`config.mk`:
```
export PLATFORM = sky130hd
export DESIGN_NAME = conv_apb_sequencer
export DESIGN_NICKNAME = d
export VERILOG_FILES = /design/src/rtl/conv_apb_pkg.sv /design/src/rtl/apb_xfer_engine.sv /design/src/rtl/conv_apb_sequencer.sv
export SDC_FILE = /design/constraint.sdc
export NUM_CORES = 1
export LEC_CHECK = 0
export ABC_AREA = 1
export CORE_UTILIZATION = 49
export CTS_BUF_LIST = sky130_fd_sc_hd__clkbuf_2
export CTS_CLUSTER_SIZE = 40
export DETAILED_ROUTE_END_ITERATION = 10
export MAX_ROUTING_LAYER = met4
export PLACE_DENSITY_LB_ADDON = 0.2
export SYNTH_ARGS = -nofsm -noshare
export SYNTH_HDL_FRONTEND = slang
export SYNTH_HIERARCHICAL = 1
export SYNTH_SLANG_ARGS = --single-unit
```
`constraint.sdc`:
```
create_clock -name CLK -period 2.45 [get_ports CLK]
set_clock_uncertainty 0.15 [all_clocks]
set_input_delay 0.735 -clock CLK [delete_from_list [all_inputs] [get_ports CLK]]
set_output_delay 0.735 -clock CLK [all_outputs]
set_load 0.01 [all_outputs]
```
`src/rtl/conv_apb_pkg.sv`:
```
// Shared definitions for the conv APB sequencer:
// register offsets, sequencer step enum, APB phase enum.
package conv_apb_pkg;

  localparam logic [31:0] OFS_START = 32'h00;
  localparam logic [31:0] OFS_DONE  = 32'h04;
  localparam logic [31:0] OFS_CNT   = 32'h08;
  localparam logic [31:0] OFS_FLEN  = 32'h0C;
  localparam logic [31:0] OFS_INCH  = 32'h10;
  localparam logic [31:0] OFS_OUTCH = 32'h14;
  localparam logic [31:0] OFS_CMD   = 32'h18;

  typedef enum logic [3:0] {
    S_IDLE,
    S_FLEN,
    S_INCH,
    S_OUTCH,
    S_CMD,
    S_GO,
    S_POLL,
    S_GAP,
    S_RCNT,
    S_STOP,
    S_FIN
  } step_e;

  typedef enum logic [1:0] {
    PH_IDLE,
    PH_SETUP,
    PH_ACCESS
  } apb_ph_e;

endpackage

```
`src/rtl/apb_xfer_engine.sv`:
```
// One APB transfer per req; ack is a 1-cycle strobe in the
// completing ACCESS cycle, with rdata/err valid alongside it.
// Ports: i_clk, i_rst_n, i_req/i_addr/i_wdata/i_write (request),
//  o_ack/o_rdata/o_err (result), o_p*/i_p* (APB initiator pins).
module apb_xfer_engine
  import conv_apb_pkg::*;
(
  input  logic        i_clk,
  input  logic        i_rst_n,
  input  logic        i_req,
  input  logic [31:0] i_addr,
  input  logic [31:0] i_wdata,
  input  logic        i_write,
  output logic        o_ack,
  output logic [31:0] o_rdata,
  output logic        o_err,
  output logic [31:0] o_paddr,
  output logic        o_psel,
  output logic        o_penable,
  output logic        o_pwrite,
  output logic [31:0] o_pwdata,
  input  logic [31:0] i_prdata,
  input  logic        i_pready,
  input  logic        i_pslverr
);

  apb_ph_e     r_ph;
  apb_ph_e     w_ph_nx;
  logic [31:0] r_addr;
  logic [31:0] r_wdata;
  logic        r_write;

  always_ff @(posedge i_clk or negedge i_rst_n) begin
    if (!i_rst_n) r_ph <= PH_IDLE;
    else          r_ph <= w_ph_nx;
  end

  // Request only taken in IDLE: ACCESS always returns
  // to IDLE, so PSEL is low at least one cycle between
  // transfers.
  always_comb begin
    w_ph_nx = r_ph;
    unique case (r_ph)
      PH_IDLE:   if (i_req) w_ph_nx = PH_SETUP;
      PH_SETUP:  w_ph_nx = PH_ACCESS;
      PH_ACCESS: if (i_pready) w_ph_nx = PH_IDLE;
      default:   w_ph_nx = PH_IDLE;
    endcase
  end

  always_ff @(posedge i_clk or negedge i_rst_n) begin
    if (!i_rst_n) begin
      r_addr  <= '0;
      r_wdata <= '0;
      r_write <= 1'b0;
    end else if (r_ph == PH_IDLE && i_req) begin
      r_addr  <= i_addr;
      r_wdata <= i_wdata;
      r_write <= i_write;
    end
  end

  assign o_psel    = (r_ph == PH_SETUP) ||
                     (r_ph == PH_ACCESS);
  assign o_penable = (r_ph == PH_ACCESS);
  assign o_ack     = o_penable && i_pready;
  assign o_rdata   = i_prdata;
  assign o_err     = i_pslverr;
  assign o_paddr   = r_addr;
  assign o_pwdata  = r_wdata;
  assign o_pwrite  = r_write;

endmodule

```
`src/rtl/conv_apb_sequencer.sv`:
```
// Job-driven APB initiator: programs the conv register file,
// starts it, polls DONE, reads clk_counter, clears start.
// Ports: CLK, RESETN, job_* (job request/result), busy,
//  PADDR/PSEL/PENABLE/PWRITE/PWDATA/PRDATA/PREADY/PSLVERR.
module conv_apb_sequencer
  import conv_apb_pkg::*;
#(
  parameter logic [31:0] A_START  = OFS_START,
  parameter logic [31:0] A_DONE   = OFS_DONE,
  parameter logic [31:0] A_CNT    = OFS_CNT,
  parameter logic [31:0] A_FLEN   = OFS_FLEN,
  parameter logic [31:0] A_INCH   = OFS_INCH,
  parameter logic [31:0] A_OUTCH  = OFS_OUTCH,
  parameter logic [31:0] A_CMD    = OFS_CMD,
  parameter int unsigned POLL_GAP = 4,
  parameter int unsigned POLL_MAX = 1000000
) (
  input  logic        CLK,
  input  logic        RESETN,
  input  logic        job_valid,
  output logic        job_ready,
  input  logic [5:0]  job_flen,
  input  logic [8:0]  job_inch,
  input  logic [8:0]  job_outch,
  input  logic [2:0]  job_cmd,
  output logic        job_done,
  output logic        job_err,
  output logic [31:0] job_cycles,
  output logic        busy,
  output logic [31:0] PADDR,
  output logic        PSEL,
  output logic        PENABLE,
  output logic        PWRITE,
  output logic [31:0] PWDATA,
  input  logic [31:0] PRDATA,
  input  logic        PREADY,
  input  logic        PSLVERR
);

  localparam logic [31:0] L_GAP = 32'(POLL_GAP - 1);
  localparam logic [31:0] L_MAX = 32'(POLL_MAX);

  step_e       r_st;
  step_e       w_nx;
  logic [5:0]  r_flen;
  logic [8:0]  r_inch;
  logic [8:0]  r_outch;
  logic [2:0]  r_cmd;
  logic        r_err;
  logic [31:0] r_poll;
  logic [31:0] r_gap;
  logic [31:0] r_shadow;
  logic [31:0] r_cycles;

  logic        w_req;
  logic [31:0] w_addr;
  logic [31:0] w_wdata;
  logic        w_write;
  logic        w_ack;
  logic [31:0] w_rdata;
  logic        w_xerr;
  logic        w_set_err;

  apb_xfer_engine u_xfer (
    .i_clk     (CLK),
    .i_rst_n   (RESETN),
    .i_req     (w_req),
    .i_addr    (w_addr),
    .i_wdata   (w_wdata),
    .i_write   (w_write),
    .o_ack     (w_ack),
    .o_rdata   (w_rdata),
    .o_err     (w_xerr),
    .o_paddr   (PADDR),
    .o_psel    (PSEL),
    .o_penable (PENABLE),
    .o_pwrite  (PWRITE),
    .o_pwdata  (PWDATA),
    .i_prdata  (PRDATA),
    .i_pready  (PREADY),
    .i_pslverr (PSLVERR)
  );

  always_ff @(posedge CLK or negedge RESETN) begin
    if (!RESETN) r_st <= S_IDLE;
    else         r_st <= w_nx;
  end

  always_comb begin
    w_nx      = r_st;
    w_req     = 1'b0;
    w_addr    = A_START;
    w_wdata   = '0;
    w_write   = 1'b1;
    w_set_err = 1'b0;
    unique case (r_st)
      S_IDLE: if (job_valid) w_nx = S_FLEN;
      S_FLEN: begin
        w_req   = 1'b1;
        w_addr  = A_FLEN;
        w_wdata = {26'b0, r_flen};
        if (w_ack) w_nx = w_xerr ? S_STOP : S_INCH;
      end
      S_INCH: begin
        w_req   = 1'b1;
        w_addr  = A_INCH;
        w_wdata = {23'b0, r_inch};
        if (w_ack) w_nx = w_xerr ? S_STOP : S_OUTCH;
      end
      S_OUTCH: begin
        w_req   = 1'b1;
        w_addr  = A_OUTCH;
        w_wdata = {23'b0, r_outch};
        if (w_ack) w_nx = w_xerr ? S_STOP : S_CMD;
      end
      S_CMD: begin
        w_req   = 1'b1;
        w_addr  = A_CMD;
        w_wdata = {29'b0, r_cmd};
        if (w_ack) w_nx = w_xerr ? S_STOP : S_GO;
      end
      S_GO: begin
        w_req   = 1'b1;
        w_addr  = A_START;
        w_wdata = 32'h1;
        if (w_ack) w_nx = w_xerr ? S_STOP : S_POLL;
      end
      S_POLL: begin
        w_req   = 1'b1;
        w_addr  = A_DONE;
        w_write = 1'b0;
        if (w_ack) begin
          if (w_xerr)
            w_nx = S_STOP;
          else if (w_rdata[0])
            w_nx = S_RCNT;
          else if (r_poll + 32'd1 >= L_MAX) begin
            w_nx      = S_STOP;
            w_set_err = 1'b1;
          end else
            w_nx = S_GAP;
        end
      end
      S_GAP: if (r_gap >= L_GAP) w_nx = S_POLL;
      S_RCNT: begin
        w_req   = 1'b1;
        w_addr  = A_CNT;
        w_write = 1'b0;
        if (w_ack) w_nx = S_STOP;
      end
      // PSLVERR on the clearing write is deliberately ignored.
      S_STOP: begin
        w_req   = 1'b1;
        w_addr  = A_START;
        w_wdata = '0;
        if (w_ack) w_nx = S_FIN;
      end
      S_FIN:   w_nx = S_IDLE;
      default: w_nx = S_IDLE;
    endcase
    if (w_ack && w_xerr && r_st != S_STOP)
      w_set_err = 1'b1;
  end

  always_ff @(posedge CLK or negedge RESETN) begin
    if (!RESETN) begin
      r_flen   <= '0;
      r_inch   <= '0;
      r_outch  <= '0;
      r_cmd    <= '0;
      r_err    <= 1'b0;
      r_poll   <= '0;
      r_gap    <= '0;
      r_shadow <= '0;
      r_cycles <= '0;
    end else begin
      if (r_st == S_IDLE && job_valid) begin
        r_flen  <= job_flen;
        r_inch  <= job_inch;
        r_outch <= job_outch;
        r_cmd   <= job_cmd;
        r_err   <= 1'b0;
        r_poll  <= '0;
      end
      if (w_set_err) r_err <= 1'b1;
      if (r_st == S_POLL && w_ack) begin
        r_poll <= r_poll + 32'd1;
        r_gap  <= '0;
      end
      if (r_st == S_GAP) r_gap <= r_gap + 32'd1;
      if (r_st == S_RCNT && w_ack) r_shadow <= w_rdata;
      // Loaded on entry to FIN so the value is valid
      // alongside job_done.
      if (r_st == S_STOP && w_ack && !r_err)
        r_cycles <= r_shadow;
    end
  end

  assign job_ready  = (r_st == S_IDLE);
  assign busy       = (r_st != S_IDLE);
  assign job_done   = (r_st == S_FIN);
  assign job_err    = job_done && r_err;
  assign job_cycles = r_cycles;

endmodule
```
==> run summary <==
Status -> complete, but fails checks
Failing checks -> setup timing
Max Slew Vio Count -> 0
Cell family contributing the most delay on the critical path -> flip-flops
Asr flop ratio synth -> 1.000
Min-Delay Path Class -> in -> reg
Synth Instances -> 1377
Tot GR Track Use -> 0.2512
Crit path top cell by count -> inv_2
RSZ-0062 raised after global routing -> yes
Starting Density -> 0.5002
Post-DRT Antenna Nets -> 0
Core area -> 21890 µm²
Largest cells by area after synthesis -> dfrtp_1, nand2_1, nand3_1
Crit path DAT -> 1.77 ns
Power per cell area -> 1015 nW/µm²
Crit path largest cell delay -> 0.44 ns
Pre-CTS setup slack -> 0.004677 ns
Post-synthesis sequential area ratio -> 0.5188
Worst Setup End Kind -> output pin
Vias per inst -> 4.953
Total power -> 13.88 mW
Worst Tran Pin Value -> 0.5670 ns
Row cnt -> 54
Iteration count of the initial detailed-routing pass -> 5
Number of antenna violations at the first check in global routing -> 1
Placer Congestion -> 0.9103
Deepest clock path buffer count -> 3
Biggest area consumer among synthesized cells -> dfrtp_1
Crit path max-delay cell type -> dfrtp_1
Reg clk slew, reported paths -> 0.10 ns
Synth Area per Inst -> 7.952 µm²
CP Cell Sequence -> inv_2 -> nor2_2 -> inv_2 -> nor3_2 -> buf_2
Maximum VDD drop -> 466.7 µV
Synth cell types -> 39
Yosys reg bits -> 227
Share of post-route cells with drive strength above 1 -> 0.2004
Drt wl/cell -> 13.98 µm
Final WS setup -> -0.2006 ns
Yosys warns -> 6
CTS sink cnt -> 227
Yosys top cell area share -> 0.5188
Largest net degree at the start of global routing -> 64
Hold Vio Cnt, Final -> 0
LEAKAGE -> 7.241 nW
CTS Root Cell -> clkbuf_2
H-tree lvl count -> 2
Die area -> 22950 µm²
Ys flop type -> dfrtp_1
CP Class -> reg -> out
HPWL after DPL -> 19060 µm
Die H -> 151.5 µm
Final hold slack -> 0.2672 ns
WL final -> 27570 µm
TritonCTS clock tree -> done
Global-route wire length before repair -> 44450 µm
Clock Latency Late Sink -> 0.85 ns
Number of global-route vias before repair -> 9189
Final Setup Violations -> 6
Critical path required time -> 1.56 ns
Drt initial violations -> 597
I/O pin count -> 167
Max-cap violations -> 0
Number of I/O port buffers -> 166
# DRC -> 0
CTS buffer count -> 59
Normalized max-slew margin -> 0.6220
Startpoint types -> register
Most frequent cells in the layout -> nand2_1, dfrtp_1, inv_1
Post-Syn Area -> 10950 µm²
Largest fanout on the critical path -> 4
Min Tclk post-route -> 2.651 ns
Commonest non-fill, non-tap cell in the layout -> nand2_1
Area grow syn2layout -> 24.85%
Crit share post-route -> 1.082
EDFF count, synth -> 0
Max Freq -> 377.3 MHz
Fillers -> 2056
Buf/Inv on CP -> 3
Via count -> 9772
Layout Nets -> 1726
Remaining global-route overflow -> 0
Die X -> 151.5 µm
## through the flow
| step | utilization | std cells | TNS, ns | instance area [µm²] |
|---|---|---|---|---|
| 6_report | 0.6245 | 1973 | -0.8584 | 13670 |
| 5_1_grt | 0.6245 | 1973 | -1.625 | 13670 |
| 4_1_cts | 0.6227 | 1956 | -1.284 | 13630 |
| 3_5_place_dp | 0.5989 | 1829 | 0 | 13110 |
| 3_3_place_gp | 0.5989 | 1829 | 0 | 13110 |
| 2_1_floorplan | - | 1428 | 0 | 11140 |
## synthesized netlist by cell type, drive strengths merged (2+ instances only)
library cell  instances
o31ai                 4
o21ai                51
dfrtp               227
ha                    6
mux2i                 7
nand4                18
nand2               478
a22oi                 2
xor2                 10
buf                  56
clkbuf               26
nor2                132
o22ai                22
a21boi                2
nor3                 16
a22o                  4
nor4                  9
o211ai                2
a21oi                46
nand3               120
mux2                  2
inv                 130
## cells by family after synthesis
kind of cell             count (synthesis)  share of synthesized area
multiplexers                             9                   0.008456
adder cells (fa/ha/maj)                  6                   0.006856
AO/OA/AOI/OAI                          137                    0.07005
XOR/XNOR                                10                   0.007999
flip-flops                             227                     0.5188
buffers and inverters                  213                    0.08788
AND/OR/NAND/NOR                        774                     0.2996
other                                    1                  0.0003425
## tightest hold or removal path, cell delays in order
cell and delay [ns]:
clkdlybuf4s50_1 0.40, nand2_1 0.06, nand2_1 0.05
## flip-flops by register name (all words and copies together), names as in the netlist, 2 cells and up
signal and count:
job_cycles 32, r_gap 32, r_poll 32, r_shadow 32, u_xfer/o_paddr 32, u_xfer/o_pwdata 32, r_inch 9, r_outch 9
r_flen 6, r_st 4, r_cmd 3, u_xfer/r_ph 2
## path summary, 6_finish.rpt
| check | startpoint | end | slack [ns] | cells past startpoint |
|---|---|---|---|---|
| setup reg to reg | r_st[3]$_DFFE_PN0P_ | r_gap[29]$_DFFE_PN0P_ | 0.07 | 14 |
| hold / removal | job_inch[2] | r_inch[2]$_DFFE_PN0P_ | 0.27 | 3 |
| hold reg to reg | u_xfer/o_pwdata[10]$_DFFE_PN0P_ | u_xfer/o_pwdata[10]$_DFFE_PN0P_ | 0.32 | 2 |
| setup / recovery | r_st[3]$_DFFE_PN0P_ | job_err | -0.20 | 5 |
| max in group asynchronous | RESETN | job_cycles[10]$_DFFE_PN0P_ | 1.25 | 3 |
| min in group asynchronous | RESETN | r_gap[29]$_DFFE_PN0P_ | 0.29 | 2 |
## per-layer routing
metal	wire length [µm]	vias to the layer above	global-route usage
met5	0	-	-
met3	1658	24	0.05210
met2	12980	265	0.3847
li1	-	4900	-
met1	12560	4583	0.3382
met4	379	0	0.07150
## cell type report
class	count	area, µm²	share of cell area
inverter	131	496.7	0.03634
timing repair buffer	249	1949	0.1426
clock buffer	77	385.4	0.02819
tap	280	350.3	0.02563
clock inverter	20	115.1	0.008420
sequential	227	5682	0.4156
multi-input combinational	988	4690	0.3430
antenna	1	2.502	0.0001830
## timing repair
action | in CTS | in global routing
endpoints found under the setup margin | 104 | 52
hold buffers | 1 | 0
setup buffers | 29 | 16
gates resized for setup | 369 | 61
endpoints found under the hold margin | 55 | 0
pin swaps | 5 | 11
## power breakdown
part / internal [mW] / leakage (nW) / switching [mW]
Combinational: 2.28 / 4.09 / 3.48
Sequential: 4.96 / 2.78 / 0.658
Clock: 0.971 / 0.376 / 1.53
Power figures use the tool's default switching activity.
